[config.mk]
export PLATFORM = sky130hd
export DESIGN_NAME = mult_shift_add_unit
export DESIGN_NICKNAME = d
export VERILOG_FILES = /design/src/rtl/mult_shift_add_unit.sv
export SDC_FILE = /design/constraint.sdc
export NUM_CORES = 1
export LEC_CHECK = 0
export BUFFER_PORTS_ARGS = -buffer_cell sky130_fd_sc_hd__buf_4
export CAP_MARGIN = 20
export CORE_MARGIN = 2
export CORE_UTILIZATION = 45
export DETAILED_ROUTE_END_ITERATION = 16
export GPL_ROUTABILITY_DRIVEN = 0
export PLACE_DENSITY_LB_ADDON = 0.25
export SLEW_MARGIN = 15
export SYNTH_ARGS = -nofsm -noshare
export SYNTH_HDL_FRONTEND = slang
export SYNTH_SLANG_ARGS = --single-unit
[constraint.sdc]
create_clock -name clk -period 10.5 [get_ports clk]
set_input_delay 2.1 -clock clk [delete_from_list [all_inputs] [get_ports clk]]
set_output_delay 2.1 -clock clk [all_outputs]
set_load 0.02 [all_outputs]
[src/rtl/mult_shift_add_unit.sv]
// Signed 8x8 -> 16-bit multiplier built from a shift-and-add partial-product
// array, one operand pair per cycle with a registered product and done pulse.
module mult_shift_add_unit (
  input  logic               clk,
  input  logic               rst,
  input  logic               valid,
  input  logic signed [7:0]  a,
  input  logic signed [7:0]  b,
  output logic signed [15:0] product,
  output logic               done
);

  logic signed [15:0] w_aExt;
  logic        [15:0] w_pp [8];
  logic        [15:0] w_sumLow;
  logic        [15:0] w_product;
  logic signed [15:0] r_product;
  logic               r_done;

  assign w_aExt = {{8{a[7]}}, a};

  genvar gi;
  generate
    for (gi = 0; gi < 8; gi++) begin : g_pp
      assign w_pp[gi] = b[gi] ? (w_aExt << gi) : 16'd0;
    end
  endgenerate

  // b[7] carries weight -2^7, so its partial product is subtracted
  assign w_sumLow  = w_pp[0] + w_pp[1] + w_pp[2] + w_pp[3]
                   + w_pp[4] + w_pp[5] + w_pp[6];
  assign w_product = w_sumLow - w_pp[7];

  always_ff @(posedge clk) begin
    if (rst) begin
      r_product <= '0;
      r_done    <= 1'b0;
    end else begin
      r_done <= valid;
      if (valid) begin
        r_product <= w_product;
      end
    end
  end

  assign product = r_product;
  assign done    = r_done;

endmodule

# Word level (Yosys, flattened, before mapping)
# Cells that the tools add are included.
# word_totals
ff_bits,17
latch_bits,0
mem_bits_rw,0
mem_bits_ro,0
input_bits,19
out_inout_bits,17
wordCells,17
n_memories,0
# classes
addsub,7
multipliers,0
div_mod_pow,0
magnitude_cmp,0
n_eq_ne,0
shifts,0
muxes,8
n_bitwise,0
reduce_logical,0
# ops
op,count
$mux 16,8
$add 16x16->16,6
$sub 16x16->16,1

# Logic depth before layout (Yosys ltp)
# logic_depth
depth_word,8
depth_mapped,16

# Worst setup path after synthesis
# OpenSTA, ideal clock, no wires.
# synth_path
kind,input to register
startpoint,input port a[7]
endpoint,"register r_product[14], in the netlist product[14]"
setup_ns,0.117
t_arrival_ns,5.958
t_required_ns,10.383
setup_slack_ns,4.424
path_stages,15
n_path_buf,0
cell_sequence,nand2_1 inv_1 fa_1 inv_1 fa_1 inv_1 fa_1 inv_1 fa_1 inv_1 ha_1 nor4_1 a211oi_1 or3_1 a32o_1
# synth_between
elab_chain_cells,8
word_cells_on_any_way,15
# synth_lines
item,line,rtl
"start, declared",7,"input logic signed [7:0] a,"
$mux 16,25,assign w_pp[gi] = b[gi] ? (w_aExt << gi) : 16'd0;
$add 16x16->16 (3 in series),30,assign w_sumLow = w_pp[0] + w_pp[1] + w_pp[2] + w_pp[3]
$add 16x16->16 (3 in series),31,+ w_pp[4] + w_pp[5] + w_pp[6];
$sub 16x16->16 *,32,assign w_product = w_sumLow - w_pp[7];
"end signal, assigned",41,r_product <= w_product;
"end, declared",17,logic signed [15:0] r_product;
# Mark *: on every way between the ends. The rest lies on a longest branch, timed or not.
# A chain may end at the register's enable or synchronous reset.

# Final worst setup path
# Ends and elaborated chain as after synthesis.

==> metrics.md <==
| Metric | Value |
|---|---|
| Final setup margin | 4.30 ns |
| RSZ-0062 raised after global routing | false |
| Inserted Clock Buffers | 3 |
| Syn Inst Count | 334 |
| Final Skew | 0 ns |
| I/O Buffers | 35 |
| Share of cells above drive strength 1 | 0.122 |
| Initial antenna violation count | 0 |
| Fmax | 161 MHz |
| Final Total Pwr | around 0.8 mW |
| Fraction of post-synthesis cell area in the top cell type by area | 0.380 |
| Buf+Inv Stages, Crit Path | 6 |
| Kind of critical path | input port to flop |
| Actual slew at the worst max-slew pin | between 0.4 and 0.5 ns |
| Final wirelength | 5.88 mm |
| Lkg Pwr | 1.72 nW |
| Hold_sp | product[11] |
| Status | completed |
| Total number of vias | 2258 |
| Max Root-Sink Buffers | 2 |
| Post-CTS Setup Inserts | 0 |
| CP Cell Sequence | buf_4 > nand2_1 > inv_1 > fa_1 > inv_1 > fa_1 > inv_1 > fa_1 > inv_1 > fa_1 > inv_1 > ha_1 > nor4_1 > a211oi_1 > or3_1 > a32o_1 |
| Final antenna-violating net count | 0 |
| Reg2reg start | product[15] |
| Top cells by area, synth | fa_1 38%, dfxtp_1 11%, inv_1 10% |
| Finish-stage setup viols | 0 |
| Commonest cells after routing, fill and taps aside | 81 x inv_1, 57 x fa_1, 42 x nand2_1 |
| VDD IR-drop max | between 0.1 and 0.15 mV |
| Synthesis-to-finish area growth | 12.9% |
| Slew Viols, Final | 0 |
| Worst-skew pair later-pin latency | between 0.2 and 0.3 ns |
| Crit path top cell by count | inv_1 |
| Reg2Reg Depth | 3 |
| EDFF count, synth | 0 |
| CP Launch Point | a[7] |
| Synth warn | 0 |
| Syn Nets | roughly 430 |
| Slowest-stage cell, CP | fa_1 |
| Fin Setup TNS | 0 ns |
| Post-cts sizing count | 0 |
| Slew Limit Headroom | 0.711 |
| Synth area leader | fa_1 |
| CTS Root Cell | clkbuf_8 |
| Die area | 7340 µm² |
| Ys async rst share | 0 |
| First-pass GRT wire length | 10.1 mm |
| Pwr Density | approximately 240 nW/µm² |
| Detail Placement HPWL | 5.10 mm |
| Crit-path max cell delay | 0.66 ns |
| Sequential cell area fraction in the yosys report | 0.113 |
| Number of global-route vias before repair | 2251 |
| Largest net degree at the start of global routing | 25 |
| Drt wl/cell | around 13 µm |
| Rows | 29 |
| Vias per cell | 5.07 |
| Fin crit share | 0.590 |
| Initial drt markers | 71 |
| Setup Slack @ Placement | roughly 4 ns |
| Nets | 469 |
| Reg clk slew, reported paths | 0.07 ns |
| Critical path endpoint category | flop |
| Core area | 6390 µm² |
| Die H | 85.7 µm |
| Synthesized area | 3000 µm² |
| Commonest non-fill, non-tap cell in the layout | inv_1 |
| Worst hold stages | 2 |
| Critical path peak fanout | 8 |
| # H-tree levels | 1 |
| Top-level I/O count | 36 |
| TritonRoute pass-1 iters | 4 |
| CP Depth | 16 |
| Data required time at the worst endpoint | 10.65 ns |
| Hold_ws | 0.468 ns |
| Max Cap Viol | 0 |
| Hold/Removal Path Class | flop to flop |
| Crit-path leading delay family | adder cells |
| Avg Cell Area, Syn | 8.99 µm² |
| Clk sinks | 17 |
| Die width | between 80 and 90 µm |
| Synth Register Bits | 17 |
| CP Data Arrival Time | 6.34 ns |
| CTS tree | built |
| Gr usage total | 0.171 |
| Post-route DRC | 0 |
| Fin crit period | 6.20 ns |
| CTS Hold Bufs | 0 |
| Synth cell types | 38 |
| Remaining global-route overflow | 0 |
| Initial Util | 0.470 |
| Worst setup SP type | input port |
| Top_reg_cell synth | dfxtp_1 |
| Fill count | 623 |
| Antenna Cells | 0 |
| Final hold vios | 0 |
[logic make-up after synthesis]
| logic type | Yosys count | synth area share |
|---|---|---|
| AND/OR/NAND/NOR | 98 | 0.160 |
| buffers and inverters | 86 | 0.108 |
| adder cells (fa/ha/maj) | 81 | 0.480 |
| AO/OA/AOI/OAI | 31 | 0.0750 |
| flip-flops | 17 | 0.113 |
| XOR/XNOR | 13 | 0.0379 |
| multiplexers | 8 | 0.0267 |
[power breakdown]
part	internal (mW)	switching (mW)	total, mW	leakage [nW]
Sequential	0.0832	0.00875	0.0919	0.140
Clock	0.0263	0.0226	0.0490	0.0255
Combinational	0.307	0.361	0.669	1.56
[flip-flops by register name, indices dropped and copies added (netlist names)]
signal,flops
product,16
done,1
[layer usage]
layer  track usage  wire length [µm]
met5             0                 0
met4        0.0245                29
met3        0.0260               152
met2         0.307              3250
met1         0.224              2450
[Yosys cell counts (all sizes together), types with 4 or more instances]
| cell | n |
|---|---|
| a211oi | 6 |
| mux2i | 8 |
| and2 | 25 |
| dfxtp | 17 |
| o21ai | 4 |
| nand2b | 4 |
| a21o | 4 |
| nor2 | 13 |
| xnor2 | 10 |
| ha | 24 |
| a21oi | 5 |
| inv | 81 |
| fa | 57 |
| nand2 | 42 |
[tightest hold or removal path: stages (launching register included)]
cell	delay, ns
dfxtp_1	0.34
nand2_1	0.05
o21ai_0	0.06
[area by class of cell]
cell class / count / area (µm²) / share of cell area
repair buffers: 35 / 263 / 0.0775
clock buffers: 3 / 41.3 / 0.0122
clock inverters: 1 / 5.00 / 0.00148
well taps: 77 / 96.3 / 0.0284
multi-input cells: 231 / 2340 / 0.690
inverters: 81 / 304 / 0.0897
flip-flops and latches: 17 / 340 / 0.100
[through the flow]
| stage | std cells | util | instance area [µm²] |
|---|---|---|---|
| 3_3_place_gp | 441 | 0.524 | 3340 |
| 3_5_place_dp | 441 | 0.524 | 3340 |
| 4_1_cts | 445 | 0.531 | 3390 |
| 5_1_grt | 445 | 0.531 | 3390 |
| 6_report | 445 | 0.531 | 3390 |
| 2_1_floorplan | 334 | - | 3000 |
[worst paths after layout]
kind / to / slack, ns
worst max-delay path: product[14] / 4.30
worst min-delay path: product[11] / 0.47
worst max register to register: product[15] / 9.67
worst min register to register: product[11] / 0.47
Note: power is estimated with default switching activity, not from simulation.
